## src/rtl/fifo_sched_pkg.sv

```systemverilog
// rtl/fifo_sched_pkg.sv - shared types and constants for the FIFO write-side scheduler
package fifo_sched_pkg;

  // Default FIFO byte width; the ALU payload is two of these.
  localparam int DATA_W = 8;

  // Source encoding used for the src output and the arbiter pointer.
  localparam logic SRC_ALU = 1'b0;
  localparam logic SRC_RF  = 1'b1;

  typedef enum logic [1:0] {
    IDLE    = 2'd0,
    SEND_LO = 2'd1,
    SEND_HI = 2'd2
  } state_e;

endpackage

```

## src/rtl/rr_arb2.sv

```systemverilog
// rtl/rr_arb2.sv - two-way round-robin arbiter with one-hot grant and accept-driven pointer
module rr_arb2 (
  input  logic       clk_i,
  input  logic       rst_i,
  input  logic [1:0] req_i,     // bit 0 = ALU, bit 1 = RF
  input  logic       update_i,  // the granted request was accepted this cycle
  output logic [1:0] gnt_o
);
  import fifo_sched_pkg::*;

  // Pointer names the source preferred when both request.
  logic ptr_q;
  logic ptr_d;

  // Single requester wins outright; a tie goes to the pointed source.
  always_comb begin
    gnt_o = req_i;
    if (req_i == 2'b11) begin
      gnt_o = (ptr_q == SRC_RF) ? 2'b10 : 2'b01;
    end
  end

  // After an accept the preference moves to the source that was not served.
  always_comb begin
    ptr_d = ptr_q;
    if (update_i) begin
      ptr_d = gnt_o[0] ? SRC_RF : SRC_ALU;
    end
  end

  // Pointer register, ALU preferred out of reset.
  always_ff @(posedge clk_i or posedge rst_i) begin
    if (rst_i) begin
      ptr_q <= SRC_ALU;
    end else begin
      ptr_q <= ptr_d;
    end
  end

endmodule

```

## src/rtl/fifo_wr_sched.sv

```systemverilog
// rtl/fifo_wr_sched.sv - shares the FIFO write port between ALU (2 bytes, LSB first) and RF (1 byte)
module fifo_wr_sched #(
  parameter int DATA_W = fifo_sched_pkg::DATA_W
) (
  input  logic                clk,
  input  logic                rst,
  input  logic                alu_valid,
  input  logic [2*DATA_W-1:0] alu_data,
  output logic                alu_ready,
  input  logic                rf_valid,
  input  logic [DATA_W-1:0]   rf_data,
  output logic                rf_ready,
  input  logic                full,
  output logic [DATA_W-1:0]   w_data,
  output logic                w_inc,
  output logic                busy,
  output logic                src
);
  import fifo_sched_pkg::*;

  state_e              state_q;
  logic [2*DATA_W-1:0] hold_q;
  logic                src_q;
  logic                busy_q;

  logic [1:0] gnt;
  logic       idle;
  logic       alu_acc;
  logic       rf_acc;

  assign idle = (state_q == IDLE);

  // Requests are only offered to the arbiter outcome while idle; full is not consulted here.
  assign alu_ready = idle && gnt[0];
  assign rf_ready  = idle && gnt[1];
  assign alu_acc   = alu_valid && alu_ready;
  assign rf_acc    = rf_valid && rf_ready;

  rr_arb2 u_arb (
    .clk_i    (clk),
    .rst_i    (rst),
    .req_i    ({rf_valid, alu_valid}),
    .update_i (alu_acc || rf_acc),
    .gnt_o    (gnt)
  );

  // Write strobe and byte select follow the registered state; full only gates the strobe.
  always_comb begin
    w_inc  = !idle && !full;
    w_data = hold_q[DATA_W-1:0];
    if (state_q == SEND_HI) begin
      w_data = hold_q[2*DATA_W-1:DATA_W];
    end
  end

  assign busy = busy_q;
  assign src  = src_q;

  // Transfer FSM: capture on accept, emit LSB, then MSB for ALU results, stalling while full.
  always_ff @(posedge clk or posedge rst) begin
    if (rst) begin
      state_q <= IDLE;
      hold_q  <= '0;
      src_q   <= SRC_ALU;
      busy_q  <= 1'b0;
    end else begin
      case (state_q)
        IDLE: begin
          if (alu_acc) begin
            hold_q  <= alu_data;
            src_q   <= SRC_ALU;
            state_q <= SEND_LO;
            busy_q  <= 1'b1;
          end else if (rf_acc) begin
            hold_q  <= {{DATA_W{1'b0}}, rf_data};
            src_q   <= SRC_RF;
            state_q <= SEND_LO;
            busy_q  <= 1'b1;
          end
        end
        SEND_LO: begin
          if (!full) begin
            if (src_q == SRC_ALU) begin
              state_q <= SEND_HI;
            end else begin
              state_q <= IDLE;
              busy_q  <= 1'b0;
            end
          end
        end
        SEND_HI: begin
          if (!full) begin
            state_q <= IDLE;
            busy_q  <= 1'b0;
          end
        end
        default: begin
          state_q <= IDLE;
          busy_q  <= 1'b0;
        end
      endcase
    end
  end

endmodule

```

## config.mk

```make
export PLATFORM = sky130hd
export DESIGN_NAME = fifo_wr_sched
export DESIGN_NICKNAME = d
export VERILOG_FILES = /design/src/rtl/fifo_sched_pkg.sv /design/src/rtl/rr_arb2.sv /design/src/rtl/fifo_wr_sched.sv
export SDC_FILE = /design/constraint.sdc
export NUM_CORES = 1
export LEC_CHECK = 0
export BUFFER_PORTS_ARGS = -buffer_cell sky130_fd_sc_hd__buf_2
export CORE_UTILIZATION = 48
export DETAILED_ROUTE_END_ITERATION = 10
export GPL_ROUTABILITY_DRIVEN = 0
export PLACE_DENSITY = 0.88
export SETUP_SLACK_MARGIN = 0.1
export SYNTH_ARGS = -nofsm -noshare
export SYNTH_HDL_FRONTEND = slang
export SYNTH_SLANG_ARGS = --single-unit
```

## constraint.sdc

```tcl
create_clock -name clk -period 2 [get_ports clk]
set_clock_uncertainty 0.15 [all_clocks]
set_input_delay 0.1 -clock clk [delete_from_list [all_inputs] [get_ports clk]]
set_output_delay 0.1 -clock clk [all_outputs]
set_load 0.01 [all_outputs]
```

# Yosys cells after proc, flatten, opt, wreduce, memory -nomap -nowiden
# Cells that the tools add are included.
# classes
n_eq_ne	7
n_reduce_logical	13
n_mux	19
# op_table
op	count
16-bit 2-to-1 mux	2
2-bit 2-to-1 mux	7
8-bit 2-to-1 mux	1
1-bit 2-to-1 mux	7
2-bit inequality test (second input constant)	3
2-bit case mux with 3 select lines	1
1-bit logical AND	5
2-bit equality test (second input constant)	2
4-bit AND reduction	1
3-bit by 1-bit inequality test with 1-bit output (second input constant)	1
1-bit case mux with 3 select lines	1
3-bit AND reduction	1
2-bit by 1-bit equality test with 1-bit output (second input constant)	1
1-bit logical NOT	2
2-bit logical NOT	1
2-bit AND reduction	1
2-bit nonzero test	1
1-bit logical OR	1
# totals
regBits	21
out_inout_bits	13
in_bits	29
elab_cells	44

# Longest topological paths before layout
# logic_depth
word_depth	7
depth_mapped	5
depth_no_buf	4

# Hierarchy
# From an unflattened synthesis, not the netlist that was laid out.
# hier_totals
hier_cells	84
area_unflattened_um2	1041.0
# modules_own_cells
module	n_inst	area_per_inst_um2	seq_area_each_um2	cells_each
fifo_wr_sched	1	974.7	500.5	78
rr_arb2	1	66.3	25.0	6

# Least setup slack after synthesis
# OpenSTA, ideal clock, no wires.
# synth_path
path_kind	register to register
startpoint	register state_q[0]
endpoint	register hold_q[0]
t_arrival_ns	1.116
t_required_ns	1.724
n_path_buf	1
setup_ns	0.126
path_stages_with_launch	5
synth_period_minus_slack_ns	1.392
slack_ns	0.608
path_cell_list	dfrtp_1 > nor2_2 > buf_6 > o21ai_4 > a221o_1
# synth_between
elab_chain_cells	5
elab_cells_between_ends	8
classes_between	mux: 1; reduce/logical: 7
# synth_lines
item	line_no	text
from (decl)	fifo_wr_sched.sv:21	state_e state_q;
from (signal assigned)	fifo_wr_sched.sv:62	state_q <= IDLE;
from (signal assigned)	fifo_wr_sched.sv:72	state_q <= SEND_LO;
from (signal assigned)	fifo_wr_sched.sv:77	state_q <= SEND_LO;
2-bit logical NOT *	fifo_wr_sched.sv:31, fifo_wr_sched.sv:67	
1-bit logical AND (on tied branches)	fifo_wr_sched.sv:34, fifo_wr_sched.sv:35	
1-bit logical AND (on tied branches)	fifo_wr_sched.sv:36, fifo_wr_sched.sv:37	
2-bit nonzero test (no source line)	-	
2-bit AND reduction (no source line)	-	
to (signal assigned)	fifo_wr_sched.sv:70	hold_q <= alu_data;
to (signal assigned)	fifo_wr_sched.sv:75	hold_q <= {{DATA_W{1'b0}}, rf_data};
to (decl)	fifo_wr_sched.sv:22	logic [2*DATA_W-1:0] hold_q;
# Every way passes the cells marked *; elsewhere a longest branch is shown, timed or not.
# A chain may end at the register's enable or synchronous reset.

# Worst setup path after layout
# layout_path
startpoint	register state_q[1]
endpoint	output port rf_ready
# layout_between
elab_chain_cells	2
# layout_lines
item	line_no	text
2-bit logical NOT	fifo_wr_sched.sv:31	assign idle = (state_q == IDLE);
1-bit logical AND	fifo_wr_sched.sv:35	assign rf_ready = idle && gnt[1];
to (decl)	fifo_wr_sched.sv:12	output logic rf_ready,
# No other way between the ends.

==> metrics <==
Crit path largest cell delay=0.50 ns; Mapped Nets=120; io pins=42; MaxCap Viol Count=0; Worst-Margin Slew=0.780 ns; Antenna Cells=0; critical path's slowest cell=dfrtp_1; sequential area share after synthesis=0.474; WP data arrival=1.64 ns; Hold WC Path Type=input port to flop; Crit path max-delay family=flip-flops; Yosys cell types=25; GRT overflow=0; most common cell after layout, fill and taps aside=buf_2; FF+latch count, synth=21; Critical Path End Type=output pin; Finish-stage setup viols=0; initial drt markers=15; final core utilization=0.657; Slew Viols, Final=0; # clock sinks=21; TritonCTS Buffers=3; row cnt=17; status=finished clean; layout cells sized above 1=0.376; Post-CTS Setup Bufs=0; setup_tns=0 ns; largest net degree at the start of global routing=22; drt via density=~5.6; P per Cell Area=~1400 nW/µm²; Final ANT Viol Nets=0; YS warnings=0; Max Clock Freq=0.530 GHz; Die ar.=2510 µm²; met2 WL=1340 µm; Via Count=about 950; period utilisation layout=0.943; first-pass GRT wire length=4080 µm; vias in the first global route=912; CP endpoint=rf_ready; most frequent cells in the layout=41 x buf_2, 21 x dfrtp_1, 10 x dlygate4sd3_1; die height=50.1 µm; hold path start=alu_data[6]; Syn Inst Count=91; TritonCTS clock tree=built; Metal-1 WL=1120 µm; DR WL/cell=about 15 µm; Crit Reg-Reg Endpoint=hold_q[1]$_DFFE_PP0P_; Initial Util=0.507; WP data required=1.75 ns; Core Area=2190 µm²; nets=171; CTS max path bufs=2; DRC violations left=0; Mean Syn Cell Area=roughly 12 µm²; Final HPWL DP=1900 µm; Max-slew headroom=0.479; Layout area overhead=29.8%; wire length on met3=104 µm; cells on worst reg2reg path=3; crit-path max FO=9; total wire length=around 2600 µm; top sig layer=met4; CP Launch Type=flop; H-tree levels=1; Critical Path Source=state_q[1]$_DFFE_PP0P_; r2r setup slk=0.40 ns; Fill cells=171; critical path depth=3; initial antenna violation count=0; min Tclk post-route=1.89 ns; worst setup path category=flop to output pin; Post-Synthesis Cell Area=~1100 µm²; RSZ-0062 raised after global routing=true; First-pass DRT Iterations=5; port bufs=41; Die Width=roughly 50 µm; Tot GR Track Use=0.220; worst skew pair latency=0.30 ns; Clk pin slew, worst setup/hold paths=roughly 0.11 ns; CP Cell Sequence=or2_1, a211oi_4, buf_2; endpoints failing hold=0; CTS root buf=clkbuf_4; Pleak=0.695 nW; worst vdd ir=0.816 mV; RR Startpoint=state_q[1]$_DFFE_PP0P_; CP bufs+invs=1
layer usage:
layer / global-route usage / vias to the layer above
li1: - / 450
met1: 0.291 / 456
met2: 0.369 / 39
met3: 0.0185 / 3
met4: 0.0857 / 0
met5: 0 / -
final cells by class:
cell class,count,area [µm²],area share
Clock buffer,3,22.5,0.0156
Clock inverter,1,5.00,0.00348
Tap cell,28,35.0,0.0243
Inverter,5,18.8,0.0130
Timing Repair Buffer,52,313,0.217
Sequential cell,21,526,0.365
Multi-Input combinational cell,59,520,0.361
Yosys cell counts:
master / instances / area share
a22o_1: 8 / 0.063
nand2_2: 1 / 0.0056
nor2_1: 2 / 0.0068
a211oi_4: 1 / 0.018
a21oi_1: 2 / 0.0090
mux2_1: 8 / 0.081
dfrtp_1: 21 / 0.47
o21a_1: 1 / 0.0068
o211ai_1: 1 / 0.0068
nor3b_1: 8 / 0.054
nor2_2: 1 / 0.0056
nand3b_1: 1 / 0.0068
or4b_1: 1 / 0.0090
and4_1: 8 / 0.063
buf_6: 4 / 0.041
o21ai_4: 1 / 0.015
nand2b_1: 1 / 0.0056
buf_2: 1 / 0.0045
buf_4: 1 / 0.0068
a221o_1: 8 / 0.072
inv_1: 5 / 0.017
o21ai_1: 1 / 0.0045
nand2_1: 3 / 0.010
nand3_2: 1 / 0.0090
or2_1: 1 / 0.0056
repair_timing:
| item | 4_1_cts | 5_1_grt |
|---|---|---|
| hold endpoints to repair | 32 | 0 |
| endpoints found under the setup margin | 9 | 10 |
| resized for setup | 2 | 2 |
| pin swaps | 0 | 0 |
| hold buffers | 10 | 0 |
tightest hold or removal path, stage by stage:
cell     delay, ns
buf_2         0.07
and4_1        0.17
a221o_1       0.10
stage by stage:
| step | setup WS (ns) | power, W | instances | cell area (µm²) | hold slack [ns] |
|---|---|---|---|---|---|
| after floorplan | 0.608 | 0.00147 | 91 | 1110 | -0.0735 |
| after global placement | 0.408 | 0.00166 | 155 | 1300 | 0.115 |
| after detailed placement | 0.378 | 0.00172 | 155 | 1300 | 0.129 |
| after CTS | 0.125 | 0.00194 | 169 | 1430 | 0.00958 |
| after global routing | 0.0530 | 0.00209 | 169 | 1440 | 0.0120 |
| final | 0.115 | 0.00197 | 169 | 1440 | 0.0120 |
cell families after synthesis:
logic type | share of synthesized area
and+or+nand+nor | 0.182
muxes | 0.0812
DFF | 0.474
buffers and inverters | 0.0688
AOI/OAI and AO/OA | 0.195
worst min path at each step:
stage | end | slack, ns | cells after the start
floorplan | busy$_DFFE_PP0P_ | -0.07 | 1
global placement | busy$_DFFE_PP0P_ | 0.12 | 2
detailed placement | hold_q[12]$_DFFE_PP0P_ | 0.13 | 2
CTS | hold_q[6]$_DFFE_PP0P_ | 0.01 | 3
global route | hold_q[7]$_DFFE_PP0P_ | 0.01 | 3
finish | hold_q[6]$_DFFE_PP0P_ | 0.01 | 3
where the power goes:
group          switching (W)  internal (W)  total, W
clock network       0.000129     0.0000747  0.000204
logic               0.000505      0.000482  0.000987
registers           0.000157      0.000617  0.000774
state kept, by name, summed over array words and instances, names as in the netlist:
| register | flops |
|---|---|
| busy | 1 |
| hold_q | 16 |
| src | 1 |
| state_q | 2 |
| u_arb.ptr_q | 1 |
Note: power is estimated with default switching activity, not from simulation.
